`src/rtl/keypad_pkg.sv`:
```
// Shared types and constants for the keypad lock controller.
package keypad_pkg;

   localparam int unsigned KEY_W      = 4;
   localparam int unsigned DIG_W      = 16;
   localparam int unsigned CNT_W      = 3;
   localparam int unsigned NUM_DIGITS = 4;

   localparam logic [KEY_W-1:0] KEY_DIGIT_MAX = 4'h9;
   localparam logic [KEY_W-1:0] KEY_ENTER     = 4'hA;
   localparam logic [KEY_W-1:0] KEY_BKSP      = 4'hB;
   localparam logic [KEY_W-1:0] KEY_CLR       = 4'hC;

   localparam logic [CNT_W-1:0] CNT_FULL = CNT_W'(NUM_DIGITS);

   typedef enum logic [1:0] {
      ST_ENTRY   = 2'd0,
      ST_CHECK   = 2'd1,
      ST_OPEN    = 2'd2,
      ST_LOCKOUT = 2'd3
   } state_t;

   // One accepted key: single-cycle strobe plus the code that was held.
   typedef struct packed {
      logic             evt;
      logic [KEY_W-1:0] code;
   } key_evt_t;

   function automatic logic is_digit(input logic [KEY_W-1:0] k);
      return (k <= KEY_DIGIT_MAX);
   endfunction

endpackage

```
`src/rtl/key_debounce.sv`:
```
// Input registration, debounce and one-shot key event generation.
module key_debounce
   import keypad_pkg::*;
#(
   parameter int unsigned DEBOUNCE_CYC = 4
) (
   input  logic             clk,
   input  logic             rst,
   input  logic [KEY_W-1:0] i_key,
   input  logic             i_pressed,
   output key_evt_t         o_kev
);

   localparam int unsigned   CW       = (DEBOUNCE_CYC < 2) ? 1 : $clog2(DEBOUNCE_CYC);
   localparam logic [CW-1:0] CNT_LAST = CW'(DEBOUNCE_CYC - 1);

   logic [KEY_W-1:0] r_key;
   logic [KEY_W-1:0] r_key_d;
   logic             r_pressed;
   logic             r_pressed_d;
   logic [CW-1:0]    r_cnt;
   logic [CW-1:0]    r_rel;
   logic             r_armed;
   logic             r_fresh;
   key_evt_t         r_kev;
   logic             w_stable;

   // A fresh press never counts as stable on its first registered cycle.
   assign w_stable = r_pressed && r_pressed_d && (r_key == r_key_d);

   always_ff @(posedge clk) begin
      if (rst) begin
         r_key       <= '0;
         r_key_d     <= '0;
         r_pressed   <= 1'b0;
         r_pressed_d <= 1'b0;
         r_cnt       <= '0;
         r_rel       <= '0;
         r_armed     <= 1'b0;
         r_fresh     <= 1'b1;
         r_kev       <= '0;
      end else begin
         r_key       <= i_key;
         r_pressed   <= i_pressed;
         r_key_d     <= r_key;
         r_pressed_d <= r_pressed;
         r_fresh     <= 1'b0;
         r_kev.evt   <= 1'b0;

         if (w_stable) begin
            if (r_cnt != CNT_LAST) r_cnt <= r_cnt + CW'(1);
         end else begin
            r_cnt <= '0;
         end

         if (r_pressed)              r_rel <= '0;
         else if (r_rel != CNT_LAST) r_rel <= r_rel + CW'(1);

         // Arm after reset or a full release; fire once per armed press.
         if (r_fresh || (!r_pressed && (r_rel == CNT_LAST))) begin
            r_armed <= 1'b1;
         end else if (w_stable && r_armed && (r_cnt == CNT_LAST)) begin
            r_armed    <= 1'b0;
            r_kev.evt  <= 1'b1;
            r_kev.code <= r_key;
         end
      end
   end

   assign o_kev = r_kev;

endmodule

```
`src/rtl/keypad_lock_ctrl.sv`:
```
// Keypad code lock: digit entry/editing, password check, timed open and lockout.
module keypad_lock_ctrl
   import keypad_pkg::*;
#(
   parameter int unsigned DEBOUNCE_CYC = 4,
   parameter int unsigned OPEN_CYC     = 200,
   parameter int unsigned LOCKOUT_CYC  = 1000,
   parameter int unsigned MAX_TRIES    = 3
) (
   input  logic             clk,
   input  logic             rst,
   input  logic [KEY_W-1:0] key,
   input  logic             pressed,
   input  logic [DIG_W-1:0] pwd,
   output logic [DIG_W-1:0] digits,
   output logic [CNT_W-1:0] count,
   output logic             key_evt,
   output logic             unlocked,
   output logic             locked_out,
   output logic             err
);

   localparam int unsigned    DWELL_MAX  = (OPEN_CYC > LOCKOUT_CYC) ? OPEN_CYC : LOCKOUT_CYC;
   localparam int unsigned    TW         = (DWELL_MAX < 2) ? 1 : $clog2(DWELL_MAX);
   localparam int unsigned    TRW        = $clog2(MAX_TRIES + 1);
   localparam logic [TW-1:0]  OPEN_LAST  = TW'(OPEN_CYC - 1);
   localparam logic [TW-1:0]  LOCK_LAST  = TW'(LOCKOUT_CYC - 1);
   localparam logic [TRW-1:0] TRIES_LAST = TRW'(MAX_TRIES - 1);

   key_evt_t         w_kev;
   state_t           r_state,  w_state_nx;
   logic [DIG_W-1:0] r_digits, w_digits_nx;
   logic [CNT_W-1:0] r_count,  w_count_nx;
   logic [TRW-1:0]   r_tries,  w_tries_nx;
   logic [TW-1:0]    r_timer,  w_timer_nx;
   logic             r_err,    w_err_nx;
   logic             r_unlocked;
   logic             r_locked_out;

   key_debounce #(
      .DEBOUNCE_CYC (DEBOUNCE_CYC)
   ) u_debounce (
      .clk       (clk),
      .rst       (rst),
      .i_key     (key),
      .i_pressed (pressed),
      .o_kev     (w_kev)
   );

   always_ff @(posedge clk) begin
      if (rst) begin
         r_state      <= ST_ENTRY;
         r_digits     <= '0;
         r_count      <= '0;
         r_tries      <= '0;
         r_timer      <= '0;
         r_err        <= 1'b0;
         r_unlocked   <= 1'b0;
         r_locked_out <= 1'b0;
      end else begin
         r_state      <= w_state_nx;
         r_digits     <= w_digits_nx;
         r_count      <= w_count_nx;
         r_tries      <= w_tries_nx;
         r_timer      <= w_timer_nx;
         r_err        <= w_err_nx;
         r_unlocked   <= (w_state_nx == ST_OPEN);
         r_locked_out <= (w_state_nx == ST_LOCKOUT);
      end
   end

   // Timer defaults to zero so every state entry starts a fresh dwell.
   always_comb begin
      w_state_nx  = r_state;
      w_digits_nx = r_digits;
      w_count_nx  = r_count;
      w_tries_nx  = r_tries;
      w_timer_nx  = '0;
      w_err_nx    = 1'b0;

      case (r_state)
         ST_ENTRY: begin
            if (w_kev.evt) begin
               if (is_digit(w_kev.code)) begin
                  if (r_count != CNT_FULL) begin
                     w_digits_nx = {r_digits[DIG_W-KEY_W-1:0], w_kev.code};
                     w_count_nx  = r_count + CNT_W'(1);
                  end
               end else begin
                  case (w_kev.code)
                     KEY_BKSP: begin
                        if (r_count != '0) begin
                           w_digits_nx = {{KEY_W{1'b0}}, r_digits[DIG_W-1:KEY_W]};
                           w_count_nx  = r_count - CNT_W'(1);
                        end
                     end
                     KEY_CLR: begin
                        w_digits_nx = '0;
                        w_count_nx  = '0;
                     end
                     KEY_ENTER: begin
                        if (r_count == CNT_FULL) w_state_nx = ST_CHECK;
                        else                     w_err_nx   = 1'b1;
                     end
                     default: ;
                  endcase
               end
            end
         end
         ST_CHECK: begin
            w_digits_nx = '0;
            w_count_nx  = '0;
            if (r_digits == pwd) begin
               w_tries_nx = '0;
               w_state_nx = ST_OPEN;
            end else begin
               w_err_nx   = 1'b1;
               w_tries_nx = r_tries + TRW'(1);
               w_state_nx = (r_tries == TRIES_LAST) ? ST_LOCKOUT : ST_ENTRY;
            end
         end
         ST_OPEN: begin
            if ((w_kev.evt && (w_kev.code == KEY_CLR)) || (r_timer == OPEN_LAST)) begin
               w_state_nx = ST_ENTRY;
            end else begin
               w_timer_nx = r_timer + TW'(1);
            end
         end
         ST_LOCKOUT: begin
            if (r_timer == LOCK_LAST) begin
               w_tries_nx = '0;
               w_state_nx = ST_ENTRY;
            end else begin
               w_timer_nx = r_timer + TW'(1);
            end
         end
         default: w_state_nx = ST_ENTRY;
      endcase
   end

   assign digits     = r_digits;
   assign count      = r_count;
   assign key_evt    = w_kev.evt;
   assign unlocked   = r_unlocked;
   assign locked_out = r_locked_out;
   assign err        = r_err;

endmodule

```
`config.mk`:
```
export PLATFORM = sky130hd
export DESIGN_NAME = keypad_lock_ctrl
export DESIGN_NICKNAME = d
export VERILOG_FILES = /design/src/rtl/keypad_pkg.sv /design/src/rtl/key_debounce.sv /design/src/rtl/keypad_lock_ctrl.sv
export SDC_FILE = /design/constraint.sdc
export NUM_CORES = 1
export LEC_CHECK = 0
export BUFFER_PORTS_ARGS = -buffer_cell sky130_fd_sc_hd__buf_2
export CORE_ASPECT_RATIO = 0.7
export CORE_UTILIZATION = 31
export DETAILED_ROUTE_END_ITERATION = 12
export GPL_ROUTABILITY_DRIVEN = 1
export PLACE_DENSITY_LB_ADDON = 0.3
export SLEW_MARGIN = 30
export SYNTH_ARGS = -nofsm -noshare
export SYNTH_HDL_FRONTEND = slang
export SYNTH_SLANG_ARGS = --single-unit
export TNS_END_PERCENT = 10
```
`constraint.sdc`:
```
create_clock -name clk -period 4.14 [get_ports clk]
set_input_delay 0.207 -clock clk [delete_from_list [all_inputs] [get_ports clk]]
set_output_delay 0.207 -clock clk [all_outputs]
set_load 0.03 [all_outputs]
```
==> metrics.cfg, run 1 <==
[pwr]
power_leakage_nw=1.300
ir_worst_vdd_uv=289.1
power_density_mw_per_mm2=395.3

[detailed_routing]
wl_um=5526
wl_per_cell_um=12.36
num_vias=2032
viasPerCell=4.546
ant_nets=0
drt-pass1-iter-count=4
drt_iter0_markers=80
drc=0

[clock_network]
post-cts-setup-buffers=0
cts.sinks=57
cts_tree=built
clockBufferDepth=2
cts-root-buf=clkbuf_16
path_clk_slew_ns=0.05
worstSkewPairLatency_ns=0.32
numCtsBuffers=9
postCtsHoldBufs=0
cts_resized=0
htreeDepth=3

[critical_path]
max_stage_delay_ns=0.89
critPathRequiredTime_ns=4.36
endpoint_kind=flop
r2r_start=count[0]$_SDFFE_PP0P_
cp.depth=7
ff2ff_setup_slack_ns=1.76
criticalPathCategory=reg2reg
reg2reg_to=count[1]$_SDFFE_PP0P_
critPathSlowestCell=a2111oi_4
critPathLaunch=count[0]$_SDFFE_PP0P_
cp_top_family=compound AO/OA/AOI/OAI gates
critPathCapture=count[1]$_SDFFE_PP0P_
cp.arrival_ns=2.59
start_kind=flop
worstPathMaxFanout=11
cp_cell_sequence=inv_1 -> ha_1 -> nand2_2 -> o21ai_2 -> a2111oi_4 -> nor2_4 -> a22o_2
ff2ff_path_depth=7
cp_num_buf_inv=1

[timing]
slew_headroom_pct=37.73
slew_viol_final=0
worst-slew-pin-transition_ns=0.9341
period_minus_slack_ns=2.376
fin_tns_setup_ns=0
rsz0062_at_grt=false
skew_ns=0.005098
hold_viol=0
finalSetupViolations=0
post-route-period-util_pct=57.40
fmax_mhz=420.8

[place]
port_buffers=45
dp_hpwl_um=4000
gp_congestion=0.7147
placed_cell_area_sq_mm=0.003008

[final_layout]
multi_input_area_sq_mm=0.001458
seqCellArea_sq_mm=0.001141
antenna_cells=0
final_common_cell=dfxtp_1
drive_gt1_share_pct=25.08
fin_nets=352
area_growth_pct=20.56
fillers=857
final_cell_mix=57 x dfxtp_1, 45 x buf_2, 31 x nor2_1, 25 x xnor2_1, 15 x nand2_1
design_area_sq_mm=0.003302

[yosys]
synth_top_area_cell=dfxtp_1
yosysWarnings=0
synth_area_leaders=dfxtp_1 42%, xnor2_1 8.0%, a22o_1 4.5%
postSynthCellCount=279
synth_top_cell_area_share_pct=41.66
synth_edf_count=0
ys_seq_area_share_pct=41.66
async_reset_ff_share_pct=0
avgSynthCellArea_sq_um=9.817
synth_flop_cell=dfxtp_1
synth_nets=309
ys_ff_latch=57
netlist_area_sq_mm=0.002739
synth_cell_types=57

[grt]
grt_pass1_wl_um=9135
antenna_found_initial=0
grt_max_degree=29
track_usage_pct=13.23
globalRoute.totalOverflow=0
grt_pass1_vias=1824

[min_path]
hp-class=in2reg
holdPathStages=2

[die]
die_w_um=114.3
num_rows=28
die-height_um=80.64
initial_core_util_pct=32.17
dieArea_sq_mm=0.009221
core_area_sq_mm=0.008513
io-pin-count=46

[outcome]
status=completed

[flow_run]
cap_violations=0

[where the power goes]
| part | total, mW | leakage, nW | switching, mW | internal, mW |
|---|---|---|---|---|
| Clock | 0.698 | 0.149 | 0.232 | 0.466 |
| Combinational | 0.0442 | 0.689 | 0.0213 | 0.0228 |
| Sequential | 0.563 | 0.462 | 0.00475 | 0.558 |
| Total | 1.31 | 1.30 | 0.258 | 1.05 |
[cell usage after synthesis, drive strengths merged, types with 2 or more instances]
library cell / count
a22o: 17
nand3: 5
nor2b: 14
and3: 2
a211oi: 2
clkbuf: 4
nand2b: 4
ha: 7
nor3: 5
o32ai: 2
and4bb: 2
a32o: 2
buf: 9
dfxtp: 57
a21oi: 6
o21ai: 8
mux2i: 12
or2: 2
and2: 6
xor2: 5
a31oi: 3
nor2: 33
xnor2: 25
nand2: 17
nor4: 2
nand4: 5
inv: 9
[how the worst min path moves through the flow]
stage	startpoint	endpoint	slack, ns
6_report	pressed	u_debounce.r_pressed$_SDFF_PP0_	0.09
5_1_grt	pressed	u_debounce.r_pressed$_SDFF_PP0_	0.1
4_1_cts	pressed	u_debounce.r_pressed$_SDFF_PP0_	0.08
3_5_place_dp	pressed	u_debounce.r_pressed$_SDFF_PP0_	0.42
3_3_place_gp	pressed	u_debounce.r_pressed$_SDFF_PP0_	0.42
2_1_floorplan	rst	u_debounce.r_fresh$_DFF_P_	0.23
[through the flow]
stage | worst slack (ns) | hold slack [ns] | power (mW) | std cells | util [%]
floorplan | 2.064 | 0.2347 | 0.6032 | 279 | -
global placement | 1.808 | 0.4174 | 0.6170 | 431 | 35.33
detailed placement | 1.771 | 0.4248 | 0.6181 | 431 | 35.33
CTS | 1.750 | 0.08395 | 1.327 | 447 | 38.79
global route | 1.581 | 0.09628 | 1.359 | 447 | 38.79
finish | 1.764 | 0.09155 | 1.305 | 447 | 38.79
[cell families after synthesis]
group	after synthesis	synth area share (%)
and+or+nand+nor	101	20.92
DFF	57	41.66
AOI/OAI and AO/OA	50	15.12
xor gates and xnor gates	30	9.593
buffers and inverters	22	5.116
muxes	12	4.386
adders and majority gates	7	3.198
[metal layers]
layer,vias to the layer above,track usage (%),part of all wire [%]
met2,28,17.70,41
met4,0,6.234,1.7
met1,938,18.41,53
li1,1059,-,-
met3,7,4.830,4.0
met5,-,0,0
[sequential cells by signal, indices dropped and copies added, names as in the netlist]
signal                  cells
u_debounce.r_rel            2
digits                     16
u_debounce.r_cnt            2
u_debounce.r_pressed        1
r_timer                    10
locked_out                  1
u_debounce.r_armed          1
r_tries                     2
err                         1
u_debounce.r_key            4
unlocked                    1
u_debounce.o_kev            5
count                       3
u_debounce.r_fresh          1
u_debounce.r_key_d          4
u_debounce.r_pressed_d      1
r_state                     2
[final cells by class]
class	instances	share of cell area, %
flip-flops and latches	57	34.56
clock buffers	14	8.602
multi-input cells	200	44.15
inverters	9	1.023
well taps	120	4.547
repair buffers	45	6.821
clock inverters	2	0.3031
Note: power is estimated with default switching activity, not from simulation.
==> run 2, diff against run 1 <==
==> constraint.sdc (replaced) <==
create_clock -name clk -period 2.4 [get_ports clk]
set_input_delay 0.12 -clock clk [delete_from_list [all_inputs] [get_ports clk]]
set_output_delay 0.12 -clock clk [all_outputs]
set_load 0.03 [all_outputs]
==> metrics.cfg, run 2 (synthesized netlist as in run 1, its figures left out) <==
[detailed_routing]
num_vias=2092  ; +3.0%
wl_per_cell_um=12.60  ; +1.9%
ant_nets=0  ; unchanged
viasPerCell=4.578  ; +0.70%
drt-pass1-iter-count=4  ; unchanged
drc=0  ; unchanged
wl_um=5756  ; +4.2%
drt_iter0_markers=122  ; +53%

[timing]
period_minus_slack_ns=2.010  ; -0.3662 ns
rsz0062_at_grt=false
worst-slew-pin-transition_ns=0.5142  ; -0.4198 ns
fmax_mhz=497.5  ; +18%
fin_tns_setup_ns=0  ; unchanged
slew_viol_final=0  ; unchanged
finalSetupViolations=0  ; unchanged
hold_viol=0  ; unchanged
post-route-period-util_pct=83.75  ; +26 points
skew_ns=0.004321  ; -0.0007765 ns
slew_headroom_pct=65.72  ; +28 points
setup_ws_ns=0.3899  ; -1.374 ns
final.hold.worst_slack_ns=0.02472  ; -0.06682 ns

[critical_path]
cp.arrival_ns=2.22  ; -0.37 ns
start_kind=flop
worstPathMaxFanout=5  ; -6
reg2reg_to=digits[15]$_SDFFE_PP0P_
criticalPathCategory=reg2reg
endpoint_kind=flop
critPathRequiredTime_ns=2.61  ; -1.75 ns
ff2ff_path_depth=8  ; +1
r2r_start=count[0]$_SDFFE_PP0P_
ff2ff_setup_slack_ns=0.39  ; -1.37 ns

[clock_network]
cts.sinks=57  ; unchanged
cts_tree=built
numCtsBuffers=9  ; unchanged
worstSkewPairLatency_ns=0.33  ; about the same
cts-root-buf=clkbuf_16
path_clk_slew_ns=0.05  ; about the same
htreeDepth=3  ; unchanged
cts_resized=0  ; unchanged
clockBufferDepth=2  ; unchanged

[die]
num_rows=28  ; unchanged
core_area_sq_mm=0.008513  ; unchanged
initial_core_util_pct=32.17  ; unchanged
io-pin-count=46  ; unchanged
die_w_um=114.3  ; unchanged
die-height_um=80.64  ; unchanged
dieArea_sq_mm=0.009221  ; unchanged

[place]
dpl_worst_slack_ns=0.3968  ; -1.375 ns
gp_congestion=0.7310  ; +2.3%
dp_cells=437  ; +1.4%
placed_cell_area_sq_mm=0.003053  ; +1.5%
dp_hpwl_um=4065  ; +1.6%
port_buffers=45  ; unchanged

[final_layout]
area_growth_pct=23.66
antenna_cells=0  ; unchanged
final_cell_mix=57 x dfxtp_1, 45 x buf_2, 31 x nor2_1, 25 x xnor2_1, 15 x nand2_1
utilization_pct=39.79  ; +1.0 points
fin_nets=362  ; +2.8%
fillers=848  ; -1.1%
instances_no_fill=457  ; +2.2%
final_common_cell=dfxtp_1
drive_gt1_share_pct=26.11  ; +1.0 points
design_area_sq_mm=0.003387  ; +2.6%
largest_reg_flops=16  ; unchanged

[grt]
track_usage_pct=13.90  ; +0.67 points
antenna_found_initial=0  ; unchanged
grt_pass1_wl_um=9528  ; +4.3%
globalRoute.totalOverflow=0  ; unchanged
grt_max_degree=29  ; unchanged
grt_pass1_vias=1857  ; +1.8%

[pwr]
power_leakage_nw=1.348  ; +3.7%
power_density_mw_per_mm2=670.6  ; +70%
ir_worst_vdd_uv=387.2  ; +34%
p_total_mw=2.271  ; +74%

[min_path]
holdPathStages=2  ; unchanged
hp-class=in2reg
worstHoldStart=pressed
worst_hold_path.endpoint=u_debounce.r_pressed$_SDFF_PP0_

[outcome]
status=completed

[flow_run]
cap_violations=0  ; unchanged

## run 2: repair_timing
action / in CTS / in global routing
setup endpoints to repair: 0 / 0
hold endpoints to repair: 4 / 0
buffers inserted: 0 / 0
hold buffers: 4 / 0
## run 2: power by group
part           internal (mW)  switching [mW]
combinational         0.0436          0.0378
clock                  0.806           0.414
sequential             0.962         0.00810
total                   1.81           0.460
## run 2: routing by layer
metal / GRT usage, % / up-vias / part of all wire, %
met1: 20.47 / 959 / 52
met3: 5.283 / 7 / 6.1
met4: 6.234 / 0 / 1.7
li1: - / 1079 / -
met2: 17.09 / 47 / 40
met5: 0 / - / 0
## run 2: how the worst max path moves through the flow
stage | from | end | slack (ns) | cells after the start
after floorplan | count[0]$_SDFFE_PP0P_ | digits[0]$_SDFFE_PP0P_ | 0.32 | 9
after global placement | count[0]$_SDFFE_PP0P_ | count[0]$_SDFFE_PP0P_ | 0.47 | 8
after detailed placement | count[0]$_SDFFE_PP0P_ | digits[15]$_SDFFE_PP0P_ | 0.40 | 8
after CTS | count[0]$_SDFFE_PP0P_ | digits[15]$_SDFFE_PP0P_ | 0.39 | 8
after global routing | count[0]$_SDFFE_PP0P_ | digits[15]$_SDFFE_PP0P_ | 0.24 | 8
final | count[0]$_SDFFE_PP0P_ | digits[15]$_SDFFE_PP0P_ | 0.39 | 8
## run 2: cell type report
type / count / area, sq um / area share [%]
Sequential cell: 57 / 1141 / 33.69
Clock inverter: 2 / 10.01 / 0.2955
Multi-Input combinational cell: 200 / 1458 / 43.04
Tap cell: 120 / 150.1 / 4.433
Inverter: 9 / 33.78 / 0.9974
Timing Repair Buffer: 55 / 310.3 / 9.161
Clock buffer: 14 / 284.0 / 8.386
## run 2: critical path: stages (launching register included)
cell and delay [ns]:
dfxtp_1 0.40, inv_1 0.09, ha_1 0.24, nand2_2 0.11
o21ai_2 0.08, a2111oi_4 0.49, buf_4 0.23, mux2i_1 0.21
nor2_1 0.05
